[src/rtl/input_conditioner_if.sv]
// Pin-side bundle for the input conditioner: raw inputs and repeat enables in,
// debounced level and event pulses out.
interface input_conditioner_if #(
    parameter int unsigned CHANNELS = 4
);
    logic [CHANNELS-1:0] RAW_IN;
    logic [CHANNELS-1:0] REPEAT_EN;
    logic [CHANNELS-1:0] LEVEL;
    logic [CHANNELS-1:0] PRESS;
    logic [CHANNELS-1:0] RELEASE;
    logic [CHANNELS-1:0] REPEAT;
    logic [CHANNELS-1:0] EVENT;

    modport master (
        output RAW_IN,
        output REPEAT_EN,
        input  LEVEL,
        input  PRESS,
        input  RELEASE,
        input  REPEAT,
        input  EVENT
    );

    modport slave (
        input  RAW_IN,
        input  REPEAT_EN,
        output LEVEL,
        output PRESS,
        output RELEASE,
        output REPEAT,
        output EVENT
    );
endinterface

[src/rtl/input_conditioner.sv]
// Multi-channel button/switch front end: synchroniser, counter debouncer,
// press/release pulses and hold-to-auto-repeat, all per independent channel.
module input_conditioner #(
    parameter int unsigned CHANNELS        = 4,
    parameter int unsigned SYNC_STAGES     = 2,
    parameter int unsigned DEBOUNCE_CYCLES = 400000,
    parameter int unsigned REPEAT_DELAY    = 12000000,
    parameter int unsigned REPEAT_PERIOD   = 4000000
) (
    input  logic                 CLK_40M,
    input  logic                 RESET_N,
    input_conditioner_if.slave   io
);

    localparam int unsigned MAX_DR    = (DEBOUNCE_CYCLES > REPEAT_DELAY) ? DEBOUNCE_CYCLES : REPEAT_DELAY;
    localparam int unsigned MAX_CNT   = (MAX_DR > REPEAT_PERIOD) ? MAX_DR : REPEAT_PERIOD;
    localparam int unsigned CNT_WIDTH = $clog2(MAX_CNT + 1);

    localparam logic [CNT_WIDTH-1:0] DB_LAST  = CNT_WIDTH'(DEBOUNCE_CYCLES - 1);
    localparam logic [CNT_WIDTH-1:0] RD_LAST  = CNT_WIDTH'(REPEAT_DELAY);
    localparam logic [CNT_WIDTH-1:0] RP_LAST  = CNT_WIDTH'(REPEAT_PERIOD);
    localparam logic [CNT_WIDTH-1:0] CNT_ONE  = CNT_WIDTH'(1);

    typedef enum logic [1:0] {
        IDLE  = 2'd0,
        DELAY = 2'd1,
        RPT   = 2'd2
    } rpt_state_e;

    logic [SYNC_STAGES-1:0] sync_q  [CHANNELS];
    logic [CNT_WIDTH-1:0]   dcnt_q  [CHANNELS];
    logic [CNT_WIDTH-1:0]   rcnt_q  [CHANNELS];
    rpt_state_e             state_q [CHANNELS];

    logic [CHANNELS-1:0] level_q;
    logic [CHANNELS-1:0] press_q;
    logic [CHANNELS-1:0] release_q;
    logic [CHANNELS-1:0] repeat_q;
    logic [CHANNELS-1:0] event_q;

    logic [CHANNELS-1:0] sync_c;
    logic [CHANNELS-1:0] rise_c;
    logic [CHANNELS-1:0] fall_c;
    logic [CHANNELS-1:0] rep_c;

    // Accepted level changes and repeat firing for the coming edge.
    always_comb begin
        sync_c = '0;
        rise_c = '0;
        fall_c = '0;
        rep_c  = '0;
        for (int i = 0; i < CHANNELS; i++) begin
            sync_c[i] = sync_q[i][SYNC_STAGES-1];
            rise_c[i] = sync_c[i] & ~level_q[i] & (dcnt_q[i] == DB_LAST);
            fall_c[i] = ~sync_c[i] & level_q[i] & (dcnt_q[i] == DB_LAST);
            // Release and disable suppress a coincident repeat.
            rep_c[i]  = io.REPEAT_EN[i] & ~fall_c[i] &
                        (((state_q[i] == DELAY) && (rcnt_q[i] == RD_LAST)) ||
                         ((state_q[i] == RPT)   && (rcnt_q[i] == RP_LAST)));
        end
    end

    always_ff @(posedge CLK_40M or negedge RESET_N) begin
        if (!RESET_N) begin
            for (int i = 0; i < CHANNELS; i++) begin
                sync_q[i]  <= '0;
                dcnt_q[i]  <= '0;
                rcnt_q[i]  <= '0;
                state_q[i] <= IDLE;
            end
            level_q   <= '0;
            press_q   <= '0;
            release_q <= '0;
            repeat_q  <= '0;
            event_q   <= '0;
        end else begin
            press_q   <= rise_c;
            release_q <= fall_c;
            repeat_q  <= rep_c;
            event_q   <= rise_c | rep_c;
            for (int i = 0; i < CHANNELS; i++) begin
                sync_q[i] <= {sync_q[i][SYNC_STAGES-2:0], io.RAW_IN[i]};

                if (sync_c[i] == level_q[i]) begin
                    dcnt_q[i] <= '0;
                end else if (dcnt_q[i] == DB_LAST) begin
                    level_q[i] <= sync_c[i];
                    dcnt_q[i]  <= '0;
                end else begin
                    dcnt_q[i] <= dcnt_q[i] + CNT_ONE;
                end

                // Repeat only arms on a press seen with the enable high.
                if (fall_c[i] || !io.REPEAT_EN[i]) begin
                    state_q[i] <= IDLE;
                    rcnt_q[i]  <= '0;
                end else begin
                    case (state_q[i])
                        IDLE: begin
                            if (rise_c[i]) begin
                                state_q[i] <= DELAY;
                                rcnt_q[i]  <= CNT_ONE;
                            end
                        end
                        DELAY: begin
                            if (rcnt_q[i] == RD_LAST) begin
                                state_q[i] <= RPT;
                                rcnt_q[i]  <= CNT_ONE;
                            end else begin
                                rcnt_q[i] <= rcnt_q[i] + CNT_ONE;
                            end
                        end
                        RPT: begin
                            if (rcnt_q[i] == RP_LAST) begin
                                rcnt_q[i] <= CNT_ONE;
                            end else begin
                                rcnt_q[i] <= rcnt_q[i] + CNT_ONE;
                            end
                        end
                        default: begin
                            state_q[i] <= IDLE;
                            rcnt_q[i]  <= '0;
                        end
                    endcase
                end
            end
        end
    end

    assign io.LEVEL   = level_q;
    assign io.PRESS   = press_q;
    assign io.RELEASE = release_q;
    assign io.REPEAT  = repeat_q;
    assign io.EVENT   = event_q;

endmodule

[src/flat_wrapper.sv]
// flat-port wrapper written by rule: the top's interface ports become plain ports
module input_conditioner_flat 
#(
    parameter int unsigned CHANNELS        = 4,
    parameter int unsigned SYNC_STAGES     = 2,
    parameter int unsigned DEBOUNCE_CYCLES = 400000,
    parameter int unsigned REPEAT_DELAY    = 12000000,
    parameter int unsigned REPEAT_PERIOD   = 4000000
)
  (CLK_40M, RESET_N, io_RAW_IN, io_REPEAT_EN, io_LEVEL, io_PRESS, io_RELEASE, io_REPEAT, io_EVENT);
  input_conditioner_if #(.CHANNELS(CHANNELS)) io_i ();
  input  logic CLK_40M;
  input  logic RESET_N;
  input wire logic [$bits(io_i.RAW_IN)-1:0] io_RAW_IN;
  input wire logic [$bits(io_i.REPEAT_EN)-1:0] io_REPEAT_EN;
  output wire logic [$bits(io_i.LEVEL)-1:0] io_LEVEL;
  output wire logic [$bits(io_i.PRESS)-1:0] io_PRESS;
  output wire logic [$bits(io_i.RELEASE)-1:0] io_RELEASE;
  output wire logic [$bits(io_i.REPEAT)-1:0] io_REPEAT;
  output wire logic [$bits(io_i.EVENT)-1:0] io_EVENT;
  assign io_i.RAW_IN = io_RAW_IN;
  assign io_i.REPEAT_EN = io_REPEAT_EN;
  assign io_LEVEL = io_i.LEVEL;
  assign io_PRESS = io_i.PRESS;
  assign io_RELEASE = io_i.RELEASE;
  assign io_REPEAT = io_i.REPEAT;
  assign io_EVENT = io_i.EVENT;
  input_conditioner #(.CHANNELS(CHANNELS), .SYNC_STAGES(SYNC_STAGES), .DEBOUNCE_CYCLES(DEBOUNCE_CYCLES), .REPEAT_DELAY(REPEAT_DELAY), .REPEAT_PERIOD(REPEAT_PERIOD)) u_core (.CLK_40M(CLK_40M), .RESET_N(RESET_N), .io(io_i));
endmodule
[config.mk]
export PLATFORM = sky130hd
export DESIGN_NAME = input_conditioner_flat
export DESIGN_NICKNAME = d
export VERILOG_FILES = /design/src/rtl/input_conditioner_if.sv /design/src/rtl/input_conditioner.sv /design/src/flat_wrapper.sv
export SDC_FILE = /design/constraint.sdc
export NUM_CORES = 1
export LEC_CHECK = 0
export ABC_AREA = 1
export BUFFER_PORTS_ARGS = -buffer_cell sky130_fd_sc_hd__buf_2
export CORE_MARGIN = 3
export CORE_UTILIZATION = 45
export CTS_CLUSTER_DIAMETER = 40
export DETAILED_ROUTE_END_ITERATION = 6
export GPL_ROUTABILITY_DRIVEN = 0
export GPL_TIMING_DRIVEN = 0
export PLACE_DENSITY = 0.58
export SYNTH_ARGS = -nofsm -noshare
export SYNTH_HDL_FRONTEND = slang
export SYNTH_SLANG_ARGS = --single-unit
[constraint.sdc]
create_clock -name CLK_40M -period 2 [get_ports CLK_40M]
set_clock_uncertainty 0.05 [all_clocks]
set_input_delay 0.1 -clock CLK_40M [delete_from_list [all_inputs] [get_ports CLK_40M]]
set_output_delay 0.1 -clock CLK_40M [all_outputs]
set_load 0.01 [all_outputs]
==> run_results.csv, run 1 <==
group,metric,value,unit
die,ioPinCount,30,
die,initial_utilization,45.7,%
die,die_h,191,um
worst_setup_path,regToRegSetupSlack,80,ps
synthesis,synthArstFlopShare,100,%
hold_path,hp-class,"primary input to register",
finish,antenna_cells,0,
cts,numCtsBuffers,41,
timing,worst_pin_slew,709,ps
cts,cts_sinks,228,
synthesis,ys_ff_latch,228,
synthesis,synth_top_family_by_area,"simple AND/OR/NAND/NOR gates",
cts,insertion_delay,560,ps
placed_design,dpl.hpwl,30400,um
cts,clockBufferDepth,3,
synthesis,yosysSeqAreaShare,37.2,%
timing,finalCritPeriodShare,95.8,%
placed_design,place_area,16100,um2
routing,ant_nets,0,
finish,stdcell_area,17900,um2
synthesis,synth_fa_ha_area_share,1.63,%
worst_setup_path,startpoint_type,"register",
synthesis,synth-main-ff-cell,"dfrtp_1",
finish,drive_gt1_share,9.51,%
synthesis,avgSynthCellArea,6.68,um2
routing,wl,41700,um
grt,grt_pass1_vias,14400,
die,fp-row-count,67,
cts,cts_root_buffer,"clkbuf_16",
synthesis,synthSimpleGateAreaFrac,43.5,%
pwr,ir_worst_vdd,626,uV
cts,cts_tree,"done",
routing,dr.pass1.iters,5,
finish,nNetsFinal,2432,
grt,antenna_found_initial,0,
worst_setup_path,path_max_fanout,10,
grt,grt_use_total,23.4,%
pwr,p_leak,8.24,nW
synthesis,syn_inst,2300,
synthesis,synth_top_area_cell,"dfrtp_1",
grt,grt_pass1_wl,70600,um
synthesis,synth_edf_count,0,
grt,grt_max_degree,92,
placed_design,dpl.cell_count,2779,
cts,cts_max_level,2,
placed_design,place_ws,-134,ps
timing,timing.slew.headroom,52.4,%
worst_setup_path,required,2390,ps
synthesis,yosys_warnings,0,
routing,drcViolationCount,0,
die,die-width,191,um
synthesis,synth.distinct_cells,44,
placed_design,io_buffers,29,
run_status,status,"finished, final reports clean",
timing,hold_ws,146,ps
synthesis,synthTopCellsByArea,"dfrtp_1 (37%), nand2_1 (18%), nor2_1 (9.3%), inv_1 (5.9%), nand3_1 (5.8%)",
finish,final_cells,2878,
timing,max_freq,522,MHz
synthesis,synth_xor_area_share,4.73,%
synthesis,synth_area,15400,um2
die,core,33600,um2
timing,drv_slew,0,
timing,hold_viol,0,
die,dieArea,36400,um2
routing,drt_iter0_markers,1132,
grt,overflow,0,
worst_setup_path,critPathKind,"register to register",
synthesis,synthMuxAreaShare,0,%
timing,postLayoutSetupSlackWorst,83.8,ps
timing,layout_min_cycle_time,1920,ps
run,max_cap_violations,0,
timing,setup_tns,0,ps
synthesis,yosysMostFrequentCell,"nand2_1",
routing,num_vias,15200,
synthesis,synthesis.nets,2330,
finish,area_delta_synth_final,16.6,%
synthesis,synth_common_cells,"nand2_1 (730), nor2_1 (380), inv_1 (240), dfrtp_1 (228), nand3_1 (177)",
routing,via_per_inst,5.27,
pwr,p_per_area,671,nW/um2
synthesis,synth_top_area_share,37.2,%
routing,wl_per_cell,14.5,um
timing,setup_viol,0,
worst_setup_path,worstPathArrival,2310,ps
cts,cts.clk_slew.worst_paths,50,ps
synthesis,synth_compound_area_share,4.95,%
worst_setup_path,end_kind,"register",
area by class of cell:
type | instances | area [um2]
clock buffer | 49 | 1080
buffer | 46 | 298
tap | 448 | 561
multi-input combinational | 1777 | 8600
sequential | 228 | 5710
inverter | 250 | 941
fill | 3347 | 15700
clock inverter | 22 | 289
timing repair buffer | 58 | 440
through the flow:
step           total power [mW]  utilization (%)
2_1_floorplan              4.94                -
3_3_place_gp               5.13             47.8
3_5_place_dp               5.15             48.0
4_1_cts                    12.2             52.5
5_1_grt                    12.5             53.3
6_report                   12.0             53.3
power breakdown:
part / internal (mW) / switching, mW
Clock: 4.49 / 2.40
Sequential: 4.66 / 0.0389
Combinational: 0.135 / 0.290
path summary, 6_finish.rpt:
check                                  start  cells past startpoint                   to
setup reg to reg           u_core.rcnt_q[72]                     11    u_core.rcnt_q[88]
hold / removal                  io_RAW_IN[3]                      2     u_core.sync_q[0]
setup / recovery           u_core.rcnt_q[72]                     11    u_core.rcnt_q[88]
max in group asynchronous            RESET_N                      4    u_core.rcnt_q[87]
min in group asynchronous            RESET_N                      3  u_core.io.REPEAT[0]
hold reg to reg             u_core.sync_q[6]                      0     u_core.sync_c[0]
logic make-up after synthesis:
kind of cell | Yosys count
compound gates | 137
simple gates | 1536
buf+inv | 296
xor+xnor | 83
flops | 228
fa+ha+maj | 20
state kept, by name, indices dropped and copies added, names as in the netlist:
register,cells
u_core.sync_c,4
u_core.io.PRESS,4
u_core.sync_q,4
u_core.io.RELEASE,4
u_core.dcnt_q,96
u_core.io.REPEAT,4
u_core.io.LEVEL,4
u_core.rcnt_q,96
u_core.state_q,8
u_core.io.EVENT,4
what timing repair did:
item | 4_1_cts | 5_1_grt
gates cloned | 0 | 1
setup endpoints to repair | 24 | 128
pin swaps | 1 | 8
buffers inserted | 1 | 15
hold buffers | 11 | 0
resized for setup | 12 | 37
hold endpoints to repair | 267 | 0
placed cells by master (no fill, tap or decap), types with 20 or more instances in the layout:
cell,Yosys,layout
o21ai_0,60,60
buf_2,17,42
nand4_1,116,116
o21ai_1,22,22
xor2_1,73,73
clkbuf_1,16,20
inv_1,240,239
clkbuf_16,0,41
nor3_1,58,58
nand3_1,177,173
a21oi_1,24,24
nor2_1,380,374
dfrtp_1,228,225
nand2_1,730,726
routing by layer:
layer	part of all wire [%]	vias to the layer above	GRT usage (%)
met1	47	7072	32.6
met5	0	-	0
met4	2.2	0	7.59
met3	5.1	74	3.55
li1	-	7619	-
met2	45	407	37.5
worst max-delay path, cell delays in order, from the launching register on:
cell and delay, ps:
dfrtp_1 400, buf_2 190, inv_1 90, ha_1 150, nand2_1 90, nor2_4 180
nand3_2 130, buf_4 210, nand3_1 100, o21ai_1 70, nand2_1 80, nand2_1 50
Power figures use the tool's default switching activity.
==> inputs of run 2 (changes only) <==
- PLACE_DENSITY: 0.58 -> unset
- REMOVE_ABC_BUFFERS: unset -> 1
==> run 2 against run 1 <==
Hold slack worse by 34 ps. Critical path depth shrank 3. Sequential share of layout area decreased by 0.35 points. Total power grew 6.6%. Die area unchanged. Register-to-register slack better by 40 ps. First-iteration DRC count rose by 3.8%. Sequential power about the same. Flip-flop and latch count stayed put. Largest cell class unchanged.
==> run_results.csv, run 2 (synthesis gave the netlist of run 1 again) <==
group,metric,value,unit
run_status,status,"finished, final reports clean",
routing,drcViolationCount,0,
timing,worst_pin_slew,861,ps
timing,finalCritPeriodShare,93.8,%
worst_setup_path,startpoint_type,"register",
finish,final_cell_mix,"nand2_1 (726), nor2_1 (369), inv_1 (235), dfrtp_1 (224), nand3_1 (166)",
routing,ant_nets,0,
finish,area_delta_synth_final,17.9,%
routing,via_per_inst,5.25,
routing,dr.pass1.iters,6,
timing,hold_ws,112,ps
timing,hold_viol,0,
grt,grt_use_total,22.6,%
routing,wl,41300,um
run,max_cap_violations,0,
pwr,p_leak,8.23,nW
pwr,p_total,12.8,mW
finish,antenna_cells,0,
timing,drv_slew,0,
finish,final_cells,2854,
worst_setup_path,startpoint,"u_core.rcnt_q[0]",
placed_design,dpl.cell_count,2735,
timing,timing.slew.headroom,42.6,%
die,die-width,191,um
die,fp-row-count,67,
worst_setup_path,worstRegToRegCells,8,
finish,stdcell_area,18100,um2
timing,setup_viol,0,
worst_setup_path,end_kind,"register",
grt,antenna_found_initial,0,
pwr,intPower,9.54,mW
timing,layout_min_cycle_time,1880,ps
die,ioPinCount,30,
cts,cts_tree,"done",
placed_design,place_ws,-425,ps
pwr,p_seq_share,36.6,%
timing,setup_tns,0,ps
grt,grt_pass1_vias,14100,
routing,drt_iter0_markers,1175,
cts,cts_root_buffer,"clkbuf_16",
cts,cts_sinks,228,
worst_setup_path,worstPathArrival,2340,ps
die,die_h,191,um
hold_path,hp-class,"primary input to async pin",
cts,clockBufferDepth,3,
pwr,p_sw_share,25.5,%
grt,grt_max_degree,120,
placed_design,io_buffers,29,
worst_setup_path,timing.rr.end,"u_core.io.EVENT[3]",
cts,cts_max_level,2,
worst_setup_path,regToRegSetupSlack,120,ps
worst_setup_path,path_max_fanout,4,
timing,max_freq,533,MHz
finish,reg_top3,"u_core.dcnt_q (96), u_core.rcnt_q (96), u_core.state_q (8)",
grt,grt_pass1_wl,68700,um
worst_setup_path,required,2460,ps
pwr,combPwrFrac,3.4,%
pwr,pwr-share-clk,60.0,%
cts,numCtsBuffers,45,
finish,drive_gt1_share,10.2,%
timing,postLayoutSetupSlackWorst,123,ps
finish,final_common_cell,"nand2_1",
pwr,p_per_area,707,nW/um2
routing,wl_per_cell,14.5,um
routing,num_vias,15000,
cts,insertion_delay,590,ps
finish,utilization,53.9,%
cts,cts.clk_slew.worst_paths,50,ps
worst_setup_path,critPathKind,"register to register",
timing,rsz0062_at_grt,"false",
grt,overflow,0,
die,initial_utilization,45.7,%
worst_setup_path,reg2reg_from,"u_core.rcnt_q[0]",
pwr,p_switching,3.27,mW
placed_design,place_area,15900,um2
worst_setup_path,cp-endpoint,"u_core.io.EVENT[3]",
finish,nNetsFinal,2399,
die,dieArea,36400,um2
die,core,33600,um2
placed_design,dpl.hpwl,28300,um
pwr,ir_worst_vdd,684,uV
## run 2: cell count changes in the layout (fill, tap and decap cells not counted), moves of 7 or more
cell	previous run	this run
buf_6	12	1
clkbuf_1	20	2
nand3_4	2	13
nand3_1	173	166
buf_2	42	28
nor2_4	13	26
inv_6	2	13
## run 2: layout make-up
class                      count  area, um2
clock buffer                  52       1200
clock inverter                32        354
fill                        3262      15500
inverter                     250        952
multi-input combinational   1780       8790
sequential                   228       5710
tap                          448        561
timing repair buffer          64        542
## run 2: worst min path at each step
stage | start | endpoint | slack (ps)
floorplan | RESET_N | u_core.dcnt_q[0] | -250
global placement | io_RAW_IN[3] | u_core.sync_q[0] | 160
detailed placement | io_RAW_IN[2] | u_core.sync_q[2] | 160
CTS | io_RAW_IN[2] | u_core.sync_q[2] | 70
global route | io_RAW_IN[2] | u_core.sync_q[2] | 100
finish | RESET_N | u_core.rcnt_q[18] | 110
## run 2: power groups by stage
stage          logic, mW  registers [mW]  clock network (mW)
5_1_grt            0.486            4.69                8.11
3_5_place_dp       0.339            4.77                   0
4_1_cts            0.375            4.69                7.89
6_report           0.430            4.69                7.69
2_1_floorplan      0.152            4.76                   0
3_3_place_gp       0.327            4.77                   0
## run 2: critical path, cell delays in order, from the launching register on
cell and delay, ps:
dfrtp_2 440, inv_2 130, ha_1 160, nand2_1 100, nor2_4 220, nand3_1 190, o22ai_1 290, nand2_4 140
nand2_1 90
## run 2: repair_timing
item	in CTS	in global routing
buffers inserted	3	19
pin swaps	2	20
endpoints found under the setup margin	104	143
hold buffers	9	0
hold endpoints to repair	201	0
resized for setup	37	46
gates cloned	1	3
## run 2: routing by layer
| metal | vias to the layer above | track usage, % | wire length, um |
|---|---|---|---|
| met4 | 0 | 6.29 | 812 |
| met5 | - | 0 | 0 |
| met3 | 65 | 4.19 | 2360 |
| li1 | 7554 | - | - |
| met1 | 6939 | 31.7 | 19700 |
| met2 | 412 | 36.1 | 18400 |
